## src/rtl/pulse_event_capture_pkg.sv

```systemverilog
// cito_evt_pkg: shared types and width helpers for the pulse event capture path.
// Holds the FSM state enum, the default-width event record and width derivations.
package cito_evt_pkg;

  localparam int DEF_DWIDTH     = 14;
  localparam int DEF_WIDTH_BITS = 16;
  localparam int DEF_TSWIDTH    = 32;

  function automatic int area_w(input int dw, input int wb);
    return dw + wb;
  endfunction

  function automatic int cusum_w(input int dw);
    return 2 * dw;
  endfunction

  localparam int DEF_AREA_W  = DEF_DWIDTH + DEF_WIDTH_BITS;
  localparam int DEF_CUSUM_W = 2 * DEF_DWIDTH;

  typedef enum logic [1:0] {
    S_IDLE,
    S_PULSE,
    S_REPORT,
    S_HOLDOFF
  } state_t;

  typedef struct packed {
    logic [DEF_DWIDTH-1:0]     peak;
    logic [DEF_WIDTH_BITS-1:0] width;
    logic [DEF_AREA_W-1:0]     area;
    logic [DEF_CUSUM_W-1:0]    cmax;
    logic [DEF_TSWIDTH-1:0]    tstamp;
  } evt_rec_t;

endpackage

```

## src/rtl/pulse_event_capture_if.sv

```systemverilog
// Event record valid/ready bundle towards the readout FIFO.
// master: capture block drives record + EVT_VALID; slave: drives EVT_READY.
interface pulse_event_capture_if
  import cito_evt_pkg::*;
#(
  parameter int DWIDTH     = 14,
  parameter int WIDTH_BITS = 16,
  parameter int TSWIDTH    = 32
);

  logic                                 EVT_VALID;
  logic                                 EVT_READY;
  logic [DWIDTH-1:0]                    EVT_PEAK;
  logic [WIDTH_BITS-1:0]                EVT_WIDTH;
  logic [area_w(DWIDTH,WIDTH_BITS)-1:0] EVT_AREA;
  logic [cusum_w(DWIDTH)-1:0]           EVT_CUSUM_MAX;
  logic [TSWIDTH-1:0]                   EVT_TIME;

  modport master (
    output EVT_VALID,
    output EVT_PEAK,
    output EVT_WIDTH,
    output EVT_AREA,
    output EVT_CUSUM_MAX,
    output EVT_TIME,
    input  EVT_READY
  );

  modport slave (
    input  EVT_VALID,
    input  EVT_PEAK,
    input  EVT_WIDTH,
    input  EVT_AREA,
    input  EVT_CUSUM_MAX,
    input  EVT_TIME,
    output EVT_READY
  );

endinterface

```

## src/rtl/pulse_event_capture_stats.sv

```systemverilog
// evt_stats_accum: width/area/peak/max-CUSUM registers for one pulse.
// Ports: CLOCK, RESET, load (start pulse), update (extend pulse), data, cusum -> stats.
module evt_stats_accum
  import cito_evt_pkg::*;
#(
  parameter int DWIDTH     = 14,
  parameter int WIDTH_BITS = 16
) (
  input  logic                                 CLOCK,
  input  logic                                 RESET,
  input  logic                                 load,
  input  logic                                 update,
  input  logic [DWIDTH-1:0]                    data,
  input  logic [cusum_w(DWIDTH)-1:0]           cusum,
  output logic [WIDTH_BITS-1:0]                width,
  output logic [area_w(DWIDTH,WIDTH_BITS)-1:0] area,
  output logic [DWIDTH-1:0]                    peak,
  output logic [cusum_w(DWIDTH)-1:0]           cmax
);

  localparam int AW = area_w(DWIDTH, WIDTH_BITS);

  always_ff @(posedge CLOCK) begin
    if (RESET) begin
      width <= '0;
      area  <= '0;
      peak  <= '0;
      cmax  <= '0;
    end else if (load) begin
      width <= WIDTH_BITS'(1);
      area  <= AW'(data);
      peak  <= data;
      cmax  <= cusum;
    end else if (update) begin
      // width sticks at all-ones; the other stats keep tracking
      if (width != '1)
        width <= width + WIDTH_BITS'(1);
      area <= area + AW'(data);
      if (data > peak)
        peak <= data;
      if (cusum > cmax)
        cmax <= cusum;
    end
  end

endmodule

```

## src/rtl/pulse_event_capture.sv

```systemverilog
// pulse_event_capture: builds one event record per qualified detector pulse.
// Ports: CLOCK, RESET, ENABLE, DATA_IN, TRIGGER, CUSUM, evt (record handshake),
// EVT_DROPPED, BUSY. Macro CITO_EVT_TIMESTAMP_EN enables the timestamp counter.
module pulse_event_capture
  import cito_evt_pkg::*;
#(
  parameter int DWIDTH     = 14,
  parameter int WIDTH_BITS = 16,
  parameter int MIN_WIDTH  = 4,
  parameter int HOLDOFF    = 32,
  parameter int TSWIDTH    = 32
) (
  input  logic                  CLOCK,
  input  logic                  RESET,
  input  logic                  ENABLE,
  input  logic [DWIDTH-1:0]     DATA_IN,
  input  logic                  TRIGGER,
  input  logic [2*DWIDTH-1:0]   CUSUM,
  pulse_event_capture_if.master evt,
  output logic [15:0]           EVT_DROPPED,
  output logic                  BUSY
);

  localparam int AW = area_w(DWIDTH, WIDTH_BITS);
  localparam int CW = cusum_w(DWIDTH);
  localparam int HW = (HOLDOFF > 0) ? $clog2(HOLDOFF + 1) : 1;
  localparam logic [HW-1:0] HLAST =
    HW'((HOLDOFF > 0) ? HOLDOFF - 1 : 0);
  localparam logic [WIDTH_BITS-1:0] MIN_W =
    WIDTH_BITS'(MIN_WIDTH);

  state_t                state;
  logic                  valid;
  logic [HW-1:0]         hcnt;
  logic                  trig_prev;
  logic                  load;
  logic                  update;
  logic                  trig_rise;
  logic [WIDTH_BITS-1:0] width;
  logic [AW-1:0]         area;
  logic [DWIDTH-1:0]     peak;
  logic [CW-1:0]         cmax;

  assign load      = (state == S_IDLE) && ENABLE && TRIGGER;
  assign update    = (state == S_PULSE) && ENABLE && TRIGGER;
  assign trig_rise = ENABLE && TRIGGER && !trig_prev;
  assign BUSY      = (state != S_IDLE);

  evt_stats_accum #(
    .DWIDTH     (DWIDTH),
    .WIDTH_BITS (WIDTH_BITS)
  ) u_stats (
    .CLOCK  (CLOCK),
    .RESET  (RESET),
    .load   (load),
    .update (update),
    .data   (DATA_IN),
    .cusum  (CUSUM),
    .width  (width),
    .area   (area),
    .peak   (peak),
    .cmax   (cmax)
  );

  assign evt.EVT_VALID     = valid;
  assign evt.EVT_PEAK      = peak;
  assign evt.EVT_WIDTH     = width;
  assign evt.EVT_AREA      = area;
  assign evt.EVT_CUSUM_MAX = cmax;

`ifdef CITO_EVT_TIMESTAMP_EN
  logic [TSWIDTH-1:0] ts_cnt;
  logic [TSWIDTH-1:0] ts_evt;

  always_ff @(posedge CLOCK) begin
    if (RESET) begin
      ts_cnt <= '0;
      ts_evt <= '0;
    end else begin
      if (ENABLE)
        ts_cnt <= ts_cnt + TSWIDTH'(1);
      if (load)
        ts_evt <= ts_cnt;
    end
  end

  assign evt.EVT_TIME = ts_evt;
`else
  assign evt.EVT_TIME = TSWIDTH'(0);
`endif

  always_ff @(posedge CLOCK) begin
    if (RESET) begin
      state       <= S_IDLE;
      valid       <= 1'b0;
      hcnt        <= '0;
      trig_prev   <= 1'b0;
      EVT_DROPPED <= '0;
    end else begin
      if (ENABLE)
        trig_prev <= TRIGGER;
      if (trig_rise &&
          (state == S_REPORT || state == S_HOLDOFF) &&
          EVT_DROPPED != 16'hFFFF)
        EVT_DROPPED <= EVT_DROPPED + 16'd1;
      unique case (state)
        S_IDLE: begin
          if (load)
            state <= S_PULSE;
        end
        S_PULSE: begin
          if (ENABLE && !TRIGGER) begin
            hcnt <= '0;
            if (width >= MIN_W) begin
              state <= S_REPORT;
              valid <= 1'b1;
            end else begin
              state <= S_HOLDOFF;
            end
          end
        end
        S_REPORT: begin
          // handshake ignores ENABLE
          if (evt.EVT_READY) begin
            valid <= 1'b0;
            state <= S_HOLDOFF;
          end
        end
        S_HOLDOFF: begin
          if (HOLDOFF == 0)
            state <= S_IDLE;
          else if (ENABLE) begin
            if (hcnt == HLAST)
              state <= S_IDLE;
            else
              hcnt <= hcnt + HW'(1);
          end
        end
        default: state <= S_IDLE;
      endcase
    end
  end

endmodule
```

## src/flat_wrapper.sv

```systemverilog
// flat-port wrapper written by rule: the top's interface ports become plain ports
module pulse_event_capture_flat import cito_evt_pkg::*;
#(
  parameter int DWIDTH     = 14,
  parameter int WIDTH_BITS = 16,
  parameter int MIN_WIDTH  = 4,
  parameter int HOLDOFF    = 32,
  parameter int TSWIDTH    = 32
)
  (CLOCK, RESET, ENABLE, DATA_IN, TRIGGER, CUSUM, EVT_DROPPED, BUSY, evt_EVT_VALID, evt_EVT_PEAK, evt_EVT_WIDTH, evt_EVT_AREA, evt_EVT_CUSUM_MAX, evt_EVT_TIME, evt_EVT_READY);
  pulse_event_capture_if #(.DWIDTH(DWIDTH), .WIDTH_BITS(WIDTH_BITS), .TSWIDTH(TSWIDTH)) evt_i ();
  input  logic CLOCK;
  input  logic RESET;
  input  logic ENABLE;
  input  logic [DWIDTH-1:0] DATA_IN;
  input  logic TRIGGER;
  input  logic [2*DWIDTH-1:0] CUSUM;
  output logic [15:0] EVT_DROPPED;
  output logic BUSY;
  output wire logic [$bits(evt_i.EVT_VALID)-1:0] evt_EVT_VALID;
  output wire logic [$bits(evt_i.EVT_PEAK)-1:0] evt_EVT_PEAK;
  output wire logic [$bits(evt_i.EVT_WIDTH)-1:0] evt_EVT_WIDTH;
  output wire logic [$bits(evt_i.EVT_AREA)-1:0] evt_EVT_AREA;
  output wire logic [$bits(evt_i.EVT_CUSUM_MAX)-1:0] evt_EVT_CUSUM_MAX;
  output wire logic [$bits(evt_i.EVT_TIME)-1:0] evt_EVT_TIME;
  input wire logic [$bits(evt_i.EVT_READY)-1:0] evt_EVT_READY;
  assign evt_EVT_VALID = evt_i.EVT_VALID;
  assign evt_EVT_PEAK = evt_i.EVT_PEAK;
  assign evt_EVT_WIDTH = evt_i.EVT_WIDTH;
  assign evt_EVT_AREA = evt_i.EVT_AREA;
  assign evt_EVT_CUSUM_MAX = evt_i.EVT_CUSUM_MAX;
  assign evt_EVT_TIME = evt_i.EVT_TIME;
  assign evt_i.EVT_READY = evt_EVT_READY;
  pulse_event_capture #(.DWIDTH(DWIDTH), .WIDTH_BITS(WIDTH_BITS), .MIN_WIDTH(MIN_WIDTH), .HOLDOFF(HOLDOFF), .TSWIDTH(TSWIDTH)) u_core (.CLOCK(CLOCK), .RESET(RESET), .ENABLE(ENABLE), .DATA_IN(DATA_IN), .TRIGGER(TRIGGER), .CUSUM(CUSUM), .evt(evt_i), .EVT_DROPPED(EVT_DROPPED), .BUSY(BUSY));
endmodule
```

## config.mk

```make
export PLATFORM = sky130hd
export DESIGN_NAME = pulse_event_capture_flat
export DESIGN_NICKNAME = d
export VERILOG_FILES = /design/src/rtl/pulse_event_capture_pkg.sv /design/src/rtl/pulse_event_capture_if.sv /design/src/rtl/pulse_event_capture_stats.sv /design/src/rtl/pulse_event_capture.sv /design/src/flat_wrapper.sv
export SDC_FILE = /design/constraint.sdc
export NUM_CORES = 1
export LEC_CHECK = 0
export ABC_AREA = 1
export BUFFER_PORTS_ARGS = -buffer_cell sky130_fd_sc_hd__buf_2
export CAP_MARGIN = 30
export CORE_MARGIN = 2
export CORE_UTILIZATION = 42
export DETAILED_ROUTE_END_ITERATION = 8
export GPL_TIMING_DRIVEN = 0
export PLACE_DENSITY = 0.68
export SETUP_SLACK_MARGIN = 0.3
export SYNTH_ARGS = -nofsm -noshare
export SYNTH_HDL_FRONTEND = slang
export SYNTH_SLANG_ARGS = --single-unit
```

## constraint.sdc

```tcl
create_clock -name CLOCK -period 2.2 [get_ports CLOCK]
set_clock_uncertainty 0.2 [all_clocks]
set_input_delay 0.44 -clock CLOCK [delete_from_list [all_inputs] [get_ports CLOCK]]
set_output_delay 0.44 -clock CLOCK [all_outputs]
set_load 0.1 [all_outputs]
```

==> results of run 1 <==
[cell families after synthesis]
family | after synthesis
AND/OR/NAND/NOR | 539
buffers and inverters | 208
AO/OA/AOI/OAI | 184
flip-flops | 114
adder cells (fa/ha/maj) | 65
XOR/XNOR | 14
other | 1
[cells in the final DEF, fill, tap and decap left out, types with 13 or more instances in the layout]
cell type    n
a21oi_2     49
dfxtp_4     74
inv_4       26
nand2_2     51
clkbuf_16   23
conb_1      32
nor2_2      13
ha_4        53
inv_1       99
a21oi_1     65
o21ai_0     19
dfxtp_2     29
nor2_1      95
buf_6       17
nand3_2     47
buf_4       81
nand2_1    201
nor3_1      14
inv_2       19
buf_2      139
nand4_1     15
clkbuf_4    21
nand3_1     37
[report_power, final]
part	internal (mW)	switching (mW)	leakage, nW
clock	1.87	1.05	0.310
combinational	1.63	3.43	4.08
sequential	2.32	0.222	0.996
[worst paths after layout]
check                                          to  slack, ns
min reg2reg  u_core.u_stats.area[16]$_SDFFE_PP0P_       0.26
min          u_core.u_stats.cmax[20]$_SDFFE_PP0P_       0.06
max          u_core.u_stats.cmax[10]$_SDFFE_PP0P_        0.1
max reg2reg  u_core.u_stats.cmax[10]$_SDFFE_PP0P_        0.1
[critical path: stages, from the launching register on]
cell and delay [ns]:
dfxtp_4 0.35, inv_4 0.04, ha_4 0.22, nand2_4 0.09, nor2_4 0.04, buf_4 0.12, nand2_1 0.06, nand2_2 0.06
a21oi_2 0.16, nand2_1 0.08, nand2_2 0.09, buf_12 0.17, clkbuf_16 0.16, nand3_2 0.05, nand2_1 0.07, nor2_1 0.04
[sequential cells by signal (all words and copies together), names as in the netlist]
register              cells
u_core.trig_prev          1
u_core.state              2
u_core.u_stats.area      30
u_core.u_stats.peak      14
u_core.hcnt               6
u_core.u_stats.cmax      28
u_core.evt.EVT_VALID      1
u_core.EVT_DROPPED       16
u_core.u_stats.width     16
[synthesized netlist by cell type, drive strengths merged]
master  number
o22ai        1
xnor2        6
a21o         4
buf         56
and2         4
a21oi      118
dfxtp      114
nor4         3
or2          4
nor2       119
nor3        24
nand2      262
a31oi       10
a211oi       1
o21a         4
conb         1
clkbuf       8
a31o         1
nand3b       6
nand4       16
inv        143
a21boi       2
clkinv       1
fa           1
and3         1
o21ai       34
o21bai       2
a22o         6
nand3       91
xor2         8
nor3b        9
o211ai       1
ha          64
[metal layers]
layer / share of wire / track usage / up-vias
li1: - / - / 4172
met1: 0.42 / 0.279 / 3904
met2: 0.51 / 0.407 / 248
met3: 0.050 / 0.0385 / 49
met4: 0.024 / 0.0826 / 0
met5: 0 / 0 / -
[area by class of cell]
type | count | area, sq um
Multi-Input combinational cell | 834 | 6070
Buffer | 64 | 526
Inverter | 144 | 606
Tap cell | 229 | 287
Fill cell | 1470 | 5840
Sequential cell | 114 | 2600
Clock buffer | 22 | 507
Timing Repair Buffer | 217 | 1480
Clock inverter | 10 | 116
[per-stage QoR]
stage	setup slack (ns)	power [mW]	instance area, sq um
finish	0.0965	10.5	12200
global placement	-0.178	6.60	9790
detailed placement	-0.191	6.65	9790
CTS	0.131	10.0	11200
global route	0.00239	11.0	12200
floorplan	0.0663	5.94	8740
[timing repair]
action                                  4_1_cts  5_1_grt
setup buffers                                30       27
gates cloned                                  2        6
endpoints found under the setup margin      104      127
pin swaps                                    45       69
resized for setup                           111      174
==> impl_metrics.toml, run 1 <==
[outcome]
outcome = "complete, no violations"

[worst_setup_path]
cp-end-kind = "flip-flop"
r2r_start = "u_core.u_stats.cmax[19]$_SDFFE_PP0P_"
cp.required_ns = 2.32
cp-startpoint = "u_core.u_stats.cmax[19]$_SDFFE_PP0P_"
crit_fanout = 9
cp-start-kind = "flip-flop"
crit_type = "reg -> reg"
worstRegToRegCells = 15
critical_path_arrival_ns = 2.22

[detailed_routing]
drc = 0
postRouteAntennaNets = 0
wl_microns = 24300
drt_first_pass_iters = 5
drt-vias-per-instance = 5.12
wl_per_cell_microns = 14.8
drt_iter0_drc = 360
via_count = 8373

[synth]
synth_compound_area_frac = 0.133
ys_ff_latch = 114
yosys.area.top_type = "dfxtp_1"
synthMuxAreaShare = 0
syn_inst = 1125
synth_cell_types = 50
synth_simple_gate_area_share = 0.324
syn_avg_cell_area_sq_um = 6.89
synth_top_family_by_area = "simple AND/OR/NAND/NOR gates"
synth_top_area_frac = 0.294
synthAdderAreaFrac = 0.106
ys_seq_area_frac = 0.294
synth_area_leaders = "dfxtp_1 29%, nand2_1 12%, ha_1 10%"
synth_xor_area_frac = 0.0158
synth_area_sq_um = 7750
ys_warn_count = 0

[finish]
antenna_cells = 0
instances_no_fill = 1634
area_growth_pct = 57.1
layout-drive-gt1-share = 0.520
fin_util = 0.676
num-nets-final = 1504

[sta]
rsz0062_at_grt = "yes"
period_share = 0.956
period_needed_ns = 2.10
hold_slack_ns = 0.0592
hold_viol_final = 0
slew_violations = 0
tightest_slew_ns = 0.678
setup_violations = 0
setup_tns_ns = 0
max_freq_mhz = 475
slew_headroom = 0.548

[power_and_ir_drop]
vdd_drop_max_v = 0.000610
powerDensity_nw_per_um2 = 864
leakage_nw = 5.38

[die]
ios = 185
core_sq_um = 18000
initial_utilization = 0.430
die_area_sq_um = 19600
rows = 49
die_w_microns = 140
die_h_microns = 140

[clock_network]
cts_sinks = 114
cts-hold-fix-buffers = 0
cts_buffers = 17
cts_tree = "built"
clockRootBuffer = "clkbuf_16"
h-tree-depth = 4
clk_pin_slew_ns = 0.06
clock_path_buffers = 2
clk_latency_ns = 0.42

[placement]
numPortBuffers = 152
gp_congestion = 0.893
hpwl_microns = 16700
place_inst = 1537

[global_routing]
grt_pass1_vias = 7794
grt-ovfl-total = 0
grt_start_max_net_pins = 17
antenna_found_initial = 0
grt_usage = 0.230
grt_pass1_wl_microns = 36900

[run]
max_cap_viol_count = 0

[worst_hold_path]
min_path_cells = 3
min_path_type = "in -> reg"
worstHoldStart = "CUSUM[20]"
(Power assumes the default switching activity.)
==> run 2, diff against run 1 <==
- PLACE_DENSITY: 0.68 -> 0.67
- SLEW_MARGIN: not set -> 20
==> run 2 against run 1 <==
Effect of this change:
- final cell count shrank 0.43%
- sequential cell count did not move
- largest cell class unchanged
- die area is the same
- routed wire length fell by 0.58%
- setup slack got worse by 0.015 ns
- via count decreased by 1.9%
==> impl_metrics.toml, run 2 (same netlist as run 1, synthesis figures left out) <==
[detailed_routing]
wl_per_cell_microns = 14.8
drt_first_pass_iters = 5
drt_iter0_drc = 322
drt-vias-per-instance = 5.05
via_count = 8216
wl_microns = 24100
drc = 0
postRouteAntennaNets = 0

[clock_network]
cts_buffers = 17
clk_pin_slew_ns = 0.06
cts-hold-fix-buffers = 0
clockRootBuffer = "clkbuf_16"
cts_tree = "built"
cts_sinks = 114
h-tree-depth = 4
clock_path_buffers = 2
clk_latency_ns = 0.42

[finish]
layout-drive-gt1-share = 0.503
fillers = 1486
layout.cells.most_common = "nand2_1"
largest_register = "u_core.u_stats.area"
mostFrequentLayoutCells = "195 x nand2_1, 137 x buf_2, 99 x nor2_1"
area_growth_pct = 55.4
largest_reg_flops = 30
num-nets-final = 1494
top_regs = "u_core.u_stats.area x30, u_core.u_stats.cmax x28"

[sta]
rsz0062_at_grt = "yes"
slew_headroom = 0.533
period_share = 0.963
period_needed_ns = 2.12
hold_viol_final = 0
setup_violations = 0
fin_ws_ns = 0.0813
slew_violations = 0
max_freq_mhz = 472
tightest_slew_ns = 0.701

[worst_setup_path]
crit_chain = "inv_4, ha_4, nand2_2, nor2_4, nand4_4, nor2_4, a21oi_2, nand2_4, buf_12, clkbuf_16, nand3_2, nand2_2, nor2_2"
cp-start-kind = "flip-flop"
crit_fanout = 7
cp.required_ns = 2.32
critical_path_arrival_ns = 2.23
crit_type = "reg -> reg"
cp-end-kind = "flip-flop"
cp_slowest_cell = "dfxtp_4"
slowest_delay_ns = 0.35

[outcome]
outcome = "complete, no violations"

[power_and_ir_drop]
total_power_mw = 10.7
p_int_mw = 5.97
leakage_nw = 5.42
powerDensity_nw_per_um2 = 886
seqPwrFrac = 0.237
power_switching_mw = 4.71
switching_share = 0.441
clkPwrFrac = 0.292
p_comb_frac = 0.470
vdd_drop_max_v = 0.000631

[placement]
pre_cts_ws_ns = -0.206
hpwl_microns = 16700
gp_congestion = 0.871
numPortBuffers = 152

[worst_hold_path]
min_path_type = "in -> reg"

[run]
max_cap_viol_count = 0

[global_routing]
grt-ovfl-total = 0
grt_pass1_vias = 7903
grt_start_max_net_pins = 17
grt_usage = 0.237
grt_pass1_wl_microns = 37700
antenna_found_initial = 3

[die]
initial_utilization = 0.430
die_w_microns = 140
die_h_microns = 140
die_area_sq_um = 19600
rows = 49
ios = 185
core_sq_um = 18000
[run 2: cell count changes in the layout (fill, tap and decap cells not counted), moves of 4 or more]
cell,previous run,this run
nor2_2,13,8
nor2_1,95,99
nand3_4,7,2
clkbuf_4,21,14
o21ai_1,9,13
buf_6,17,12
buf_4,81,85
nand3_1,37,52
nand3_2,47,37
nand2_2,51,44
inv_2,19,24
nand2_4,9,23
inv_4,26,22
nand2_1,201,195
[run 2: worst paths after layout]
check | slack, ns | start | endpoint | cells past startpoint
worst max-delay path | 0.08 | u_core.u_stats.cmax[25]$_SDFFE_PP0P_ | u_core.u_stats.cmax[7]$_SDFFE_PP0P_ | 13
worst min-delay path | 0.07 | CUSUM[14] | u_core.u_stats.cmax[14]$_SDFFE_PP0P_ | 3
worst max register to register | 0.08 | u_core.u_stats.cmax[25]$_SDFFE_PP0P_ | u_core.u_stats.cmax[7]$_SDFFE_PP0P_ | 13
worst min register to register | 0.26 | u_core.evt.EVT_VALID$_SDFFE_PP0P_ | u_core.evt.EVT_VALID$_SDFFE_PP0P_ | 2
[run 2: worst max-delay path, delay by kind of cell (launching register included)]
family / cells / cell delay [ns]
compound gates: 1 / 0.08
fa+ha+maj: 1 / 0.27
buf+inv: 3 / 0.37
flops: 1 / 0.35
simple gates: 8 / 0.73
[run 2: cell type report]
type	instances	area, sq um	share of cell area
inverters	144	603	0.0500
clock inverters	10	139	0.0115
multi-input cells	834	5980	0.497
flip-flops and latches	114	2600	0.215
clock buffers	22	528	0.0438
diodes	3	7.51	0.000623
repair buffers	207	1370	0.113
plain buffers	64	539	0.0448
well taps	229	287	0.0238
[run 2: stage by stage]
stage                     cells  hold WS, ns   util  cell area [sq um]  setup TNS, ns
after global placement     1537        0.250  0.543               9790          -4.06
after detailed placement   1537        0.258  0.543               9790          -5.57
after CTS                  1598       0.0553  0.624              11300              0
after floorplan            1156        0.241      -               8740              0
after global routing       1627       0.0664  0.669              12100         -0.117
final                      1627       0.0668  0.669              12100              0
[run 2: timing repair]
| action | in CTS | in global routing |
|---|---|---|
| pin swaps | 37 | 79 |
| buffers inserted | 23 | 23 |
| endpoints found under the setup margin | 107 | 113 |
| resized for setup | 128 | 154 |
| gates cloned | 6 | 3 |
[run 2: per-layer routing]
metal	global-route usage	wire (microns)
met2	0.413	12100
met5	0	0
met4	0.105	684
met1	0.285	10300
met3	0.0406	1000
[run 2: power by group through the flow]
stage          combinational [mW]  clock (mW)  sequential [mW]
6_report                     5.02        3.12             2.54
5_1_grt                      5.37        3.25             2.57
4_1_cts                      4.53        3.16             2.52
3_5_place_dp                 4.10           0             2.54
3_3_place_gp                 4.06           0             2.54
2_1_floorplan                2.11           0             3.83
==> run 3, diff against run 2 <==
- PLACE_DENSITY: 0.67 -> 0.64
- clock period: 2.2 -> 2 ns (I/O delays scaled with it)
==> run 3 against run 2 <==
Effect of this change:
- the flow now finishes with violations (negative setup slack)
- die area unchanged
- clock power down 13%
- via count up 4.2%
- largest cell class unchanged
- largest power group unchanged
==> impl_metrics.toml, run 3 (same netlist as run 1, synthesis figures left out) <==
[outcome]
outcome = "finished with violations"
violations = "negative setup slack"

[worst_setup_path]
cp_slowest_cell = "dfxtp_4"
cp-start-kind = "flip-flop"
crit_family = "simple AND/OR/NAND/NOR gates"
r2r_start = "u_core.u_stats.area[0]$_SDFFE_PP0P_"
path_buf_inv = 0
crit_fanout = 5
critical_path_arrival_ns = 2.22
cp-end-kind = "flip-flop"
slowest_delay_ns = 0.35
crit_type = "reg -> reg"
crit_chain = "ha_4, fa_2, nand2_2, nand2_2, nand3b_1, nand2_2, nand2_2, nand3_4, and2_4, o21ai_2, a21oi_2"
cp.required_ns = 2.12
cp-startpoint = "u_core.u_stats.area[0]$_SDFFE_PP0P_"
crit_top_cell = "nand2_2"

[die]
die_area_sq_um = 19600
die_w_microns = 140
initial_utilization = 0.430
rows = 49
die_h_microns = 140
core_sq_um = 18000
ios = 185

[global_routing]
grt_usage = 0.240
grt_start_max_net_pins = 17
grt_pass1_vias = 7925
antenna_found_initial = 0
grt-ovfl-total = 0
grt_pass1_wl_microns = 38300

[finish]
top_regs = "u_core.u_stats.area x30, u_core.u_stats.cmax x28"
instances_no_fill = 1666
num-nets-final = 1535
largest_register = "u_core.u_stats.area"
mostFrequentLayoutCells = "173 x nand2_1, 133 x buf_4, 90 x nor2_1"
layout.cells.most_common = "nand2_1"
layout-drive-gt1-share = 0.586
largest_reg_flops = 30
area_growth_pct = 74.3

[power_and_ir_drop]
switching_share = 0.451
powerDensity_nw_per_um2 = 898
seqPwrFrac = 0.230
p_comb_frac = 0.546
vdd_drop_max_v = 0.000781
p_int_mw = 6.66
power_switching_mw = 5.47
leakage_nw = 5.87
clkPwrFrac = 0.224

[worst_hold_path]
worstHoldStart = "CUSUM[0]"
min_path_type = "in -> reg"

[sta]
hold_slack_ns = 0.0187
slew_headroom = 0.505
slew_violations = 0
period_share = 1.05
max_freq_mhz = 477
fin_ws_ns = -0.0981
tightest_slew_ns = 0.742
rsz0062_at_grt = "yes"
period_needed_ns = 2.10
hold_viol_final = 0
setup_violations = 47

[clock_network]
clk_latency_ns = 0.43
cts_tree = "built"
h-tree-depth = 4
clockRootBuffer = "clkbuf_16"
cts_sinks = 114
clock_path_buffers = 2
clk_pin_slew_ns = 0.06
cts_buffers = 17

[run]
max_cap_viol_count = 0

[placement]
gp_congestion = 0.903
numPortBuffers = 152
hpwl_microns = 16400
place_inst = 1537

[detailed_routing]
drc = 0
drt_first_pass_iters = 7
wl_microns = 26400
wl_per_cell_microns = 15.8
via_count = 8565
postRouteAntennaNets = 0
drt-vias-per-instance = 5.14
drt_iter0_drc = 425
run 3: cell types whose count changed in the layout (fill, tap and decap cells not counted), moves of 14 or more:
| cell | change |
|---|---|
| buf_2 | -81 |
| a21oi_1 | -22 |
| nand2_1 | -22 |
| a21oi_2 | +23 |
| buf_12 | +15 |
| buf_6 | +61 |
| buf_4 | +48 |
| clkbuf_4 | -14 |
run 3: final timing paths:
kind | to | slack, ns | cells past startpoint
worst max register to register | u_core.u_stats.area[16]$_SDFFE_PP0P_ | -0.1 | 11
worst min register to register | u_core.u_stats.area[16]$_SDFFE_PP0P_ | 0.27 | 1
worst min-delay path | u_core.u_stats.cmax[0]$_SDFFE_PP0P_ | 0.02 | 3
worst max-delay path | u_core.u_stats.area[16]$_SDFFE_PP0P_ | -0.1 | 11
run 3: what timing repair did:
action	4_1_cts	5_1_grt
resized for setup	366	227
cloned	4	2
hold buffers	0	0
endpoints found under the hold margin	0	0
setup buffers	60	30
setup endpoints to repair	217	148
pin swaps	70	74
run 3: layer usage:
| layer | share of wire | wire (microns) | up-vias | track usage |
|---|---|---|---|---|
| li1 | - | - | 4233 | - |
| met1 | 0.42 | 11100 | 4032 | 0.306 |
| met2 | 0.50 | 13200 | 260 | 0.407 |
| met3 | 0.065 | 1710 | 40 | 0.0557 |
| met4 | 0.014 | 359 | 0 | 0.0642 |
| met5 | 0 | 0 | - | 0 |
run 3: power by group through the flow:
stage                     clock network (mW)  logic [mW]  registers [mW]
final                                   2.72        6.63            2.79
after global placement                     0        4.58            2.79
after floorplan                            0        2.42            4.21
after detailed placement                   0        4.62            2.79
after CTS                               2.74        5.83            2.76
after global routing                    2.84        6.99            2.82
run 3: layout make-up:
type	count	area, sq um
flip-flops and latches	114	2630
multi-input cells	834	6490
plain buffers	64	578
diodes	1	2.50
inverters	144	641
clock buffers	25	477
repair buffers	248	2370
clock inverters	7	35.0
fillers	1310	4510
well taps	229	287
run 3: per-stage QoR:
step	cell area (sq um)	TNS (ns)	power, mW	worst slack, ns	util
after floorplan	8930	-3.80	6.63	-0.134	-
after global placement	9980	-13.67	7.37	-0.355	0.554
after detailed placement	9980	-14.66	7.41	-0.363	0.554
after CTS	12300	-1.08	11.3	-0.0509	0.685
after global routing	13500	-8.21	12.6	-0.214	0.750
final	13500	-2.60	12.1	-0.0981	0.750
run 3: worst reg2reg max path: stages, from the launching register on:
cell and delay, ns:
dfxtp_4 0.35, ha_4 0.16, fa_2 0.35, nand2_2 0.09, nand2_2 0.06, nand3b_1 0.10, nand2_2 0.11, nand2_2 0.10
nand3_4 0.10, and2_4 0.20, o21ai_2 0.14, a21oi_2 0.04
